`src/rtl/wptr_full.sv`:
```
// wptr_full: write-side pointer and full-flag controller for a dual-clock FIFO.
// Keeps a binary/Gray write counter, exports the Gray pointer to the read
// domain and derives a registered full flag from the synchronized read pointer.
// Optional feature macro WPTR_LEVEL_EN: when defined, builds the Gray-to-binary
// converter, the fill level (wlevel) and the almost-full flag (walmost_full).
// When undefined, wlevel and walmost_full are tied to 0. All other outputs
// behave the same in both builds.
module wptr_full #(
  parameter int ASIZE        = 4,
  parameter int AFULL_THRESH = (1 << ASIZE) - 2
) (
  input  logic             wclk,
  input  logic             wrst_n,
  input  logic             winc,
  input  logic [ASIZE:0]   wq2_rptr,
  input  logic             wovf_clr,
  output logic [ASIZE-1:0] waddr,
  output logic [ASIZE:0]   wptr,
  output logic             wfull,
  output logic             walmost_full,
  output logic [ASIZE:0]   wlevel,
  output logic             woverflow
);

  // Binary write counter addresses the memory; Gray copy crosses domains.
  logic [ASIZE:0] wbin_reg;
  logic [ASIZE:0] wbin_next;
  logic [ASIZE:0] wgray_reg;
  logic [ASIZE:0] wgray_next;
  logic           wfull_reg;
  logic           wfull_next;
  logic           wovf_reg;
  logic           wovf_next;
  logic           wpush;
  logic [ASIZE:0] full_match;

  // Push is accepted only when the FIFO is not already full.
  assign wpush      = winc & ~wfull_reg;
  assign wbin_next  = wbin_reg + {{ASIZE{1'b0}}, wpush};
  assign wgray_next = (wbin_next >> 1) ^ wbin_next;

  // In Gray code "exactly one lap ahead" means the two MSBs are inverted
  // and the remaining bits match the read pointer.
  assign full_match = {~wq2_rptr[ASIZE:ASIZE-1], wq2_rptr[ASIZE-2:0]};
  assign wfull_next = (wgray_next == full_match);

  // A write attempted while full sets the sticky flag; a set wins over clear.
  assign wovf_next  = (winc & wfull_reg) | (wovf_reg & ~wovf_clr);

  // Pointer, full and overflow state registers.
  always_ff @(posedge wclk or negedge wrst_n) begin
    if (!wrst_n) begin
      wbin_reg  <= '0;
      wgray_reg <= '0;
      wfull_reg <= 1'b0;
      wovf_reg  <= 1'b0;
    end else begin
      wbin_reg  <= wbin_next;
      wgray_reg <= wgray_next;
      wfull_reg <= wfull_next;
      wovf_reg  <= wovf_next;
    end
  end

  assign waddr     = wbin_reg[ASIZE-1:0];
  assign wptr      = wgray_reg;
  assign wfull     = wfull_reg;
  assign woverflow = wovf_reg;

`ifdef WPTR_LEVEL_EN
  localparam logic [ASIZE:0] AFULL_LVL = AFULL_THRESH[ASIZE:0];

  logic [ASIZE:0] rbin;
  logic [ASIZE:0] level_next;
  logic           afull_next;
  logic [ASIZE:0] wlevel_reg;
  logic           afull_reg;

  // Gray-to-binary: each binary bit is the XOR of all Gray bits at or above it.
  for (genvar gi = 0; gi <= ASIZE; gi++) begin : g_rbin
    assign rbin[gi] = ^wq2_rptr[ASIZE:gi];
  end

  // Level uses the post-push write pointer, so it is conservative only by
  // the synchronizer lag on the read side.
  assign level_next = wbin_next - rbin;
  assign afull_next = (level_next >= AFULL_LVL);

  // Fill level and almost-full registers.
  always_ff @(posedge wclk or negedge wrst_n) begin
    if (!wrst_n) begin
      wlevel_reg <= '0;
      afull_reg  <= 1'b0;
    end else begin
      wlevel_reg <= level_next;
      afull_reg  <= afull_next;
    end
  end

  assign wlevel       = wlevel_reg;
  assign walmost_full = afull_reg;
`else
  assign wlevel       = '0;
  assign walmost_full = 1'b0;
`endif

endmodule

```
`config.mk`:
```
export PLATFORM = sky130hd
export DESIGN_NAME = wptr_full
export DESIGN_NICKNAME = d
export VERILOG_FILES = /design/src/rtl/wptr_full.sv
export SDC_FILE = /design/constraint.sdc
export NUM_CORES = 1
export LEC_CHECK = 0
export ABC_AREA = 0
export CAP_MARGIN = 30
export CORE_UTILIZATION = 31
export CTS_CLUSTER_DIAMETER = 150
export DETAILED_ROUTE_END_ITERATION = 12
export GPL_TIMING_DRIVEN = 0
export SYNTH_ARGS = -nofsm -noshare
export SYNTH_HDL_FRONTEND = slang
export SYNTH_SLANG_ARGS = --single-unit
```
`constraint.sdc`:
```
create_clock -name wclk -period 2.7 [get_ports wclk]
set_input_delay 0.27 -clock wclk [delete_from_list [all_inputs] [get_ports wclk]]
set_output_delay 0.27 -clock wclk [all_outputs]
set_load 0.01 [all_outputs]
```
==> results of run 1 <==
[through the flow]
stage | cell area [um^2] | power [W]
after floorplan | 566 | 0.000612
after global placement | 776 | 0.000821
after detailed placement | 776 | 0.000823
after CTS | 802 | 0.000936
after global routing | 802 | 0.000998
final | 802 | 0.000924
[worst max-delay path, stage by stage]
cell and delay (ns):
clkdlybuf4s50_1 0.47, nor2b_1 0.14, ha_1 0.21, ha_1 0.23, xor2_1 0.30, xor2_1 0.13, or3_1 0.37, a221oi_2 0.26
[cells in the mapped netlist]
library cell and instances:
nand3_1 4, conb_1 1, a21boi_1 1, inv_1 2, or3_1 2, o21ai_0 1, ha_1 2, xnor2_1 4
dfrtp_1 11, a221oi_2 1, xor3_1 1, xor2_1 7, buf_4 6, nor2b_1 1, nand2_1 1
[power by group through the flow]
stage	sequential [W]	combinational, W	clock [W]
floorplan	0.000341	0.000271	0
detailed placement	0.000305	0.000518	0
global route	0.000310	0.000563	0.000125
finish	0.000299	0.000514	0.000112
global placement	0.000304	0.000517	0
CTS	0.000301	0.000519	0.000117
[layout make-up]
| type | instances | area [um^2] | share of cell area [%] |
|---|---|---|---|
| inverter | 2 | 7.51 | 0.936 |
| buffer | 6 | 45.0 | 5.62 |
| timing repair buffer | 19 | 190 | 23.7 |
| tap | 16 | 20.0 | 2.50 |
| multi-input combinational | 31 | 238 | 29.6 |
| clock buffer | 4 | 26.3 | 3.28 |
| sequential | 11 | 275 | 34.3 |
[routing by layer]
layer / wire (um) / up-vias / part of all wire (%)
met5: 0 / - / 0
met4: 55 / 0 / 6.5
met3: 81 / 4 / 9.6
met2: 313 / 20 / 37
met1: 393 / 159 / 47
li1: - / 193 / -
[kinds of logic after synthesis]
group                    share of synthesized area [%]
buffers and inverters                             9.61
AO/OA/AOI/OAI                                     5.03
AND/OR/NAND/NOR                                   7.78
flip-flops                                        50.3
XOR/XNOR                                          22.0
other                                            0.686
adder cells (fa/ha/maj)                           4.58
[worst paths after layout]
check	to	cells after the start
max	wfull	8
min	wfull	1
max reg2reg	wfull	7
min reg2reg	woverflow	2
max in group asynchronous	wbin_reg[4]	1
min in group wclk	woverflow	2
==> metrics.yaml, run 1 <==
ys_ff_latch: 11
crit_path_start_kind: "input pin"
routed_wl_um: 843
fin_crit_ns: 2.20
dr.pass1.iters: 6
r2r-start: "wfull"
core_area_um2: 1580
track_usage_pct: 11.7
rsz0062_at_grt: "no"
setup_viol: 0
worstSetupPathType: "in2reg"
p_clk_share_pct: 12.1
die_y_um: 44.0
finalHoldViolations: 0
overflow: 0
crit_path_max_fanout: 3
final_core_util_pct: 50.9
dpl.hpwl_um: 662
syn_avg_cell_area_um2: 12.2
grt_pass1_vias: 332
die_w_um: 44.0
yosysUniqueCellTypes: 15
grt_pass1_wl_um: 1440
swShare_pct: 35.8
first_iter_violations: 5
cell_internal_pwr_w: 0.000593
clk-insertion-delay-late_ns: 0.27
ant_nets: 0
largest_reg_flops: 5
status: "finished clean"
layout.nets: 85
grt_util_met2_pct: 14.3
whs_ns: 0.326
fin_skew_ns: 0.00150
start_util_pct: 34.7
row_count: 14
antenna_found_initial: 0
crit_start: "winc"
power_switching_w: 0.000331
io_buffers: 19
p_seq_share_pct: 32.3
ir_drop_mv: 0.422
fp.dieArea_um2: 1940
ioPinCount: 26
power_density_nw_per_um2: 1150
postCtsHoldBufs: 0
final_common_cell: "clkdlybuf4s50_1"
drv_cap: 0
wl_per_cell_um: 9.47
yosys.area.top_type: "dfrtp_1"
final_cells: 89
fmax_ghz: 0.454
synth_area_um2: 547
ys_seq_area_share_pct: 50.3
netlist_instances: 45
drc: 0
post-cts-setup-buffers: 0
antenna_cells: 0
gp_congestion: 0.665
fillers: 155
cp.required_ns: 2.87
clk_pin_slew_worst_paths_ns: 0.07
layout_common_cells: "clkdlybuf4s50_1 (19), dfrtp_1 (11), xor2_1 (7)"
cts_tree: "built"
period_share_pct: 81.6
layout_setup_ws_ns: 0.498
grt_max_degree: 12
viasPerCell: 4.22
min_path_type: "in2async"
area_growth_pct: 46.7
use_met3_pct: 4.17
grt.busiest_layer: "met4"
preCtsSetupSlack_ns: 0.209
cts.repair.resized: 0
r2r_setup_slack_ns: 0.60
setup_tns_ns: 0
dp.cells: 85
vias: 376
htreeDepth: 1
drive_above_1_share_pct: 13.7
gr-usage-met1_pct: 13.9
ys_warn_count: 0
synth.area.top_cells: "dfrtp_1 (50%), xor2_1 (11%), buf_4 (8.2%)"
cts_buffers: 3
synth_top_area_share_pct: 50.3
crit_path_end_kind: "flip-flop"
drv_slew: 0
comb_power_share_pct: 55.6
worstPathArrival_ns: 2.38
clockBufferDepth: 2
leakage_nw: 0.367
cts.sinks: 11
clk_root_buffer_cell: "clkbuf_4"
Power figures use the tool's default switching activity.
==> run 2: changes to the inputs <==
--- a/config.mk
+++ b/config.mk
@@ -11,6 +11,7 @@
 export CTS_CLUSTER_DIAMETER = 150
 export DETAILED_ROUTE_END_ITERATION = 12
 export GPL_TIMING_DRIVEN = 0
+export PLACE_DENSITY = 0.66
 export SYNTH_ARGS = -nofsm -noshare
 export SYNTH_HDL_FRONTEND = slang
 export SYNTH_SLANG_ARGS = --single-unit
==> constraint.sdc (replaced) <==
create_clock -name wclk -period 2 [get_ports wclk]
set_input_delay 0.2 -clock wclk [delete_from_list [all_inputs] [get_ports wclk]]
set_output_delay 0.2 -clock wclk [all_outputs]
set_load 0.01 [all_outputs]
==> run 2 against run 1 <==
The flow now finishes with violations (DRC); clock power grew 30%; clock skew is essentially flat; routed wire length grew 27%; setup slack lost 0.47 ns; sequential cell count is the same; final cell count grew 5.6%; global-route usage shrank 0.76 points; cell area grew 15%; sequential power grew 52%; critical path depth shrank 2; critical path type is now reg2reg; highest routed layer unchanged.
==> metrics.yaml, run 2 (synthesis results as in run 1) <==
wl_per_cell_um: 11.4  # was 9.47 um
grt_max_degree: 12  # unchanged
crit_path_end_kind: "flip-flop"  # unchanged
antenna_cells: 0  # unchanged
drive_above_1_share_pct: 29.5  # was 13.7%
min_path_type: "in2reg"  # was in2async
hold_path.startpoint: "winc"
die_w_um: 44.0  # unchanged
fin_crit_ns: 1.98
area_growth_pct: 68.9  # was 46.7%
r2r-start: "wfull"  # unchanged
grt_pass1_wl_um: 1520  # was 1440 um
clk-insertion-delay-late_ns: 0.26  # was 0.27 ns
whs_ns: 0.196  # was 0.326 ns
clockBufferDepth: 2  # unchanged
period_share_pct: 98.9
status: "complete, but fails checks"  # was finished clean
crit_path_start_kind: "flip-flop"  # was input pin
multiInputGateArea_um2: 319  # was 238 um^2
fp.dieArea_um2: 1940  # unchanged
io_buffers: 19  # unchanged
grt_util_met2_pct: 18.5  # was 14.3%
final_cells: 94  # was 89
largest_reg_flops: 5  # unchanged
drv_cap: 0  # unchanged
cp.required_ns: 2.17  # was 2.87 ns
grt_pass1_vias: 367  # was 332
viasPerCell: 4.36  # was 4.22
track_usage_pct: 10.9  # was 11.7%
grt.busiest_layer: "met2"  # was met4
ioPinCount: 26  # unchanged
routed_wl_um: 1070  # was 843 um
crit_start: "wfull"  # was winc
start_util_pct: 34.7  # unchanged
crit_path_max_fanout: 3  # unchanged
fin_skew_ns: 0.00147  # was 0.00150 ns
dpl.hpwl_um: 692  # was 662 um
fillers: 137  # was 155
gr-usage-met1_pct: 12.4  # was 13.9%
vias: 410  # was 376
dp.cells: 85  # unchanged
finalHoldViolations: 0  # unchanged
final_core_util_pct: 58.6  # was 50.9%
ant_nets: 0  # unchanged
clk_pin_slew_worst_paths_ns: 0.07  # about the same
gp_congestion: 0.640  # was 0.665
postCtsHoldBufs: 0  # unchanged
cts_buffers: 3  # unchanged
cts_tree: "built"  # unchanged
layout.nets: 90  # was 85
drc: 3  # was 0
first_iter_violations: 12  # was 5
fmax_ghz: 0.506
row_count: 14  # unchanged
total_power_w: 0.00149  # was 0.000924 W
power_density_nw_per_um2: 1610  # was 1150 nW/um^2
worstPathArrival_ns: 2.14  # was 2.38 ns
ir_drop_mv: 0.636  # was 0.422 mV
r2r_setup_slack_ns: 0.02  # was 0.60 ns
final_common_cell: "clkdlybuf4s50_1"  # unchanged
setup_viol: 0  # unchanged
drv_slew: 0  # unchanged
use_met3_pct: 3.33  # was 4.17%
dr.pass1.iters: 7  # was 6
layout_common_cells: "clkdlybuf4s50_1 (18), buf_4 (11), dfrtp_1 (11)"  # was clkdlybuf4s50_1 (19), dfrtp_1 (11), xor2_1 (7)
cts.sinks: 11  # unchanged
antenna_found_initial: 0  # unchanged
leakage_nw: 0.422  # was 0.367 nW
seq_area_um2: 275  # unchanged
die_y_um: 44.0  # unchanged
worstSetupPathType: "reg2reg"  # was in2reg
clk_root_buffer_cell: "clkbuf_4"  # unchanged
overflow: 0  # unchanged
htreeDepth: 1  # unchanged
violations: "DRC"
core_area_um2: 1580  # unchanged
## run 2: cell type report
| class | count | area share, % |
|---|---|---|
| Tap cell | 16 | 2.17 |
| Sequential cell | 11 | 29.8 |
| Inverter | 2 | 0.813 |
| Buffer | 6 | 4.88 |
| Timing Repair Buffer | 24 | 24.9 |
| Multi-Input combinational cell | 31 | 34.6 |
| Clock buffer | 4 | 2.85 |
## run 2: worst max-delay path: stages (launching register included)
cell and delay, ns:
dfrtp_1 0.41, nor2b_4 0.14, ha_4 0.17, nand3_4 0.08, xor3_1 0.41, or3_4 0.40
a221oi_2 0.26
## run 2: per-stage QoR
step	setup WS (ns)	instance area, um^2	TNS (ns)
2_1_floorplan	0.0395	566	0
3_3_place_gp	-0.400	776	-0.400
3_5_place_dp	-0.443	776	-0.443
4_1_cts	0.00210	847	0
5_1_grt	-0.0342	923	-0.0342
6_report	0.0229	923	0
## run 2: repair_timing
action,CTS,global route
buffers inserted,2,4
pin swaps,2,4
resized for setup,5,9
setup endpoints to repair,1,1
## run 2: path summary, 6_finish.rpt
kind,end,depth (start not counted)
min,woverflow,3
max in group asynchronous,wbin_reg[4],1
max reg2reg,wfull,6
max,wfull,6
min in group asynchronous,woverflow,1
min reg2reg,woverflow,2
## run 2: power breakdown
| part | switching, W | total (W) | internal [W] |
|---|---|---|---|
| registers | 0.000116 | 0.000453 | 0.000337 |
| clock network | 0.0000688 | 0.000146 | 0.0000770 |
| logic | 0.000360 | 0.000887 | 0.000527 |
## run 2: routing by layer
layer | part of all wire [%] | wire length (um) | up-vias
met3 | 7.9 | 85 | 4
met1 | 39 | 423 | 183
li1 | - | - | 203
met4 | 1.6 | 17 | 0
met2 | 51 | 545 | 20
met5 | 0 | 0 | -
==> run 3: changes to the inputs <==
--- a/config.mk
+++ b/config.mk
@@ -7,6 +7,7 @@
 export LEC_CHECK = 0
 export ABC_AREA = 0
 export CAP_MARGIN = 30
+export CORE_MARGIN = 4
 export CORE_UTILIZATION = 31
 export CTS_CLUSTER_DIAMETER = 150
 export DETAILED_ROUTE_END_ITERATION = 12
==> run 3 against run 2 <==
The run now ends clean; critical path depth increased by 2; die area is 29% higher; sequential cell count unchanged; hold slack better by 0.062 ns; routed wire length is 2.5% higher; critical endpoint unchanged; largest cell class unchanged; largest power group unchanged.
==> metrics.yaml, run 3 (synthesis results as in run 1) <==
status: "finished clean"  # was complete, but fails checks
ant_nets: 0  # unchanged
dpl.hpwl_um: 768  # was 692 um
die_y_um: 50.0  # was 44.0 um
ir_drop_mv: 0.657  # was 0.636 mV
setup_viol: 0  # unchanged
cts_buffers: 3  # unchanged
drv_slew: 0  # unchanged
vias: 411  # was 410
htreeDepth: 1  # unchanged
drive_above_1_share_pct: 26.0  # was 29.5%
gp_congestion: 0.679  # was 0.640
crit_path_start_kind: "input pin"  # was flip-flop
dp.cells: 85  # unchanged
power_switching_w: 0.000528  # was 0.000545 W
fillers: 133  # was 137
fp.dieArea_um2: 2500  # was 1940 um^2
overflow: 0  # unchanged
crit_path_max_fanout: 3  # unchanged
area_growth_pct: 63.8  # was 68.9%
grt_max_degree: 12  # unchanged
worst-path-stages: 8  # was 6
cp_common_cell: "ha_4"
final_cells: 93  # was 94
clk-insertion-delay-late_ns: 0.26  # about the same
preCtsSetupSlack_ns: -0.422  # was -0.443 ns
cp_num_buf_inv: 1  # was 0
placed_area_um2: 776  # unchanged
p_seq_share_pct: 30.2  # was 30.5%
clockBufferDepth: 2  # unchanged
layout.nets: 89  # was 90
ioPinCount: 26  # unchanged
largest_reg_flops: 5  # unchanged
fin_crit_ns: 1.92  # was 1.98 ns
drc: 0  # was 3
min_path_type: "in2async"  # was in2reg
antenna_cells: 0  # unchanged
clk_pin_slew_worst_paths_ns: 0.07  # about the same
cp.required_ns: 2.17  # about the same
start_util_pct: 34.7  # unchanged
final_common_cell: "clkdlybuf4s50_1"  # unchanged
cell_internal_pwr_w: 0.000938  # was 0.000941 W
routed_wl_um: 1100  # was 1070 um
swShare_pct: 36.0  # was 36.7%
fmax_ghz: 0.522  # was 0.506 GHz
slowest_stage: "clkdlybuf4s50_1"  # was dfrtp_1
core_area_um2: 1580  # unchanged
stdcell_area_um2: 896  # was 923 um^2
path_cells: "clkdlybuf4s50_1, nor2b_4, ha_4, ha_4, xor2_4, xor2_1, or3_1, a221oi_2"  # was nor2b_4, ha_4, nand3_4, xor3_1, or3_4, a221oi_2
clk_root_buffer_cell: "clkbuf_4"  # unchanged
antenna_found_initial: 0  # unchanged
cts_tree: "built"  # unchanged
first_iter_violations: 1  # was 12
layout_setup_ws_ns: 0.0846  # was 0.0229 ns
worstSetupPathType: "in2reg"  # was reg2reg
whs_ns: 0.258  # was 0.196 ns
layout_common_cells: "clkdlybuf4s50_1 (19), dfrtp_1 (11), buf_4 (10)"  # was clkdlybuf4s50_1 (18), buf_4 (11), dfrtp_1 (11)
leakage_nw: 0.401  # was 0.422 nW
grt_pass1_vias: 338  # was 367
track_usage_pct: 8.45  # was 10.9%
comb_power_share_pct: 59.8  # was 59.7%
final_core_util_pct: 56.8  # was 58.6%
io_buffers: 19  # unchanged
cts.sinks: 11  # unchanged
viasPerCell: 4.42  # was 4.36
p_clk_share_pct: 10.0  # was 9.8%
dr.pass1.iters: 2  # was 7
drv_cap: 0  # unchanged
power_density_nw_per_um2: 1640  # was 1610 nW/um^2
grt_pass1_wl_um: 1510  # was 1520 um
slowest_delay_ns: 0.42  # was 0.41 ns
fin_skew_ns: 0.00311  # was 0.00147 ns
wl_per_cell_um: 11.8  # was 11.4 um
worstPathArrival_ns: 2.08  # was 2.14 ns
period_share_pct: 95.8  # was 98.9%
finalHoldViolations: 0  # unchanged
row_count: 14  # unchanged
die_w_um: 50.0  # was 44.0 um
crit_path_end_kind: "flip-flop"  # unchanged
reg2reg_depth: 7  # was 6
crit_family: "simple AND/OR/NAND/NOR gates"  # unchanged
[run 3: cell types whose count changed in the layout (fill, tap and decap cells not counted), sizes merged]
cell | before | now
clkdlybuf4s50 | 18 | 19
buf | 11 | 10
dlymetal6s2s | 1 | 0
[run 3: final timing paths]
kind	endpoint	from	slack, ns
max	wfull	winc	0.08
min	wptr[2]	wrst_n	0.26
max reg2reg	wfull	wfull	0.11
min reg2reg	woverflow	woverflow	0.54
max in group asynchronous	wptr[1]	wrst_n	1.42
min in group wclk	woverflow	wovf_clr	0.51
[run 3: through the flow]
step                      TNS, ns  power, W
after detailed placement   -0.422   0.00112
after floorplan                 0  0.000826
final                           0   0.00147
after global placement     -0.409   0.00111
after CTS                       0   0.00136
after global routing      -0.0350   0.00157
[run 3: per-layer routing]
layer	GRT usage, %	share of wire [%]	up-vias
li1	-	-	200
met1	9.53	37	186
met2	11.7	47	21
met3	2.41	10	4
met4	9.68	4.6	0
met5	0	0	-
[run 3: power groups by stage]
stage	logic [W]	clock network (W)	registers (W)
after detailed placement	0.000709	0	0.000413
final	0.000877	0.000147	0.000442
after floorplan	0.000366	0	0.000460
after global routing	0.000952	0.000158	0.000464
after CTS	0.000790	0.000149	0.000421
after global placement	0.000699	0	0.000411
[run 3: final cells by class]
class / count / area, um^2 / share of cell area (%)
timing repair buffer: 23 / 220 / 24.6
inverter: 2 / 7.51 / 0.838
clock buffer: 4 / 26.3 / 2.93
sequential: 11 / 275 / 30.7
multi-input combinational: 31 / 302 / 33.7
buffer: 6 / 45.0 / 5.03
tap: 16 / 20.0 / 2.23
[run 3: what timing repair did]
action                                  in CTS  in global routing
endpoints found under the hold margin        0                  0
buffers inserted                             2                  2
hold buffers                                 0                  0
gates resized for setup                      5                  5
pin swaps                                    2                  4
endpoints found under the setup margin       1                  1
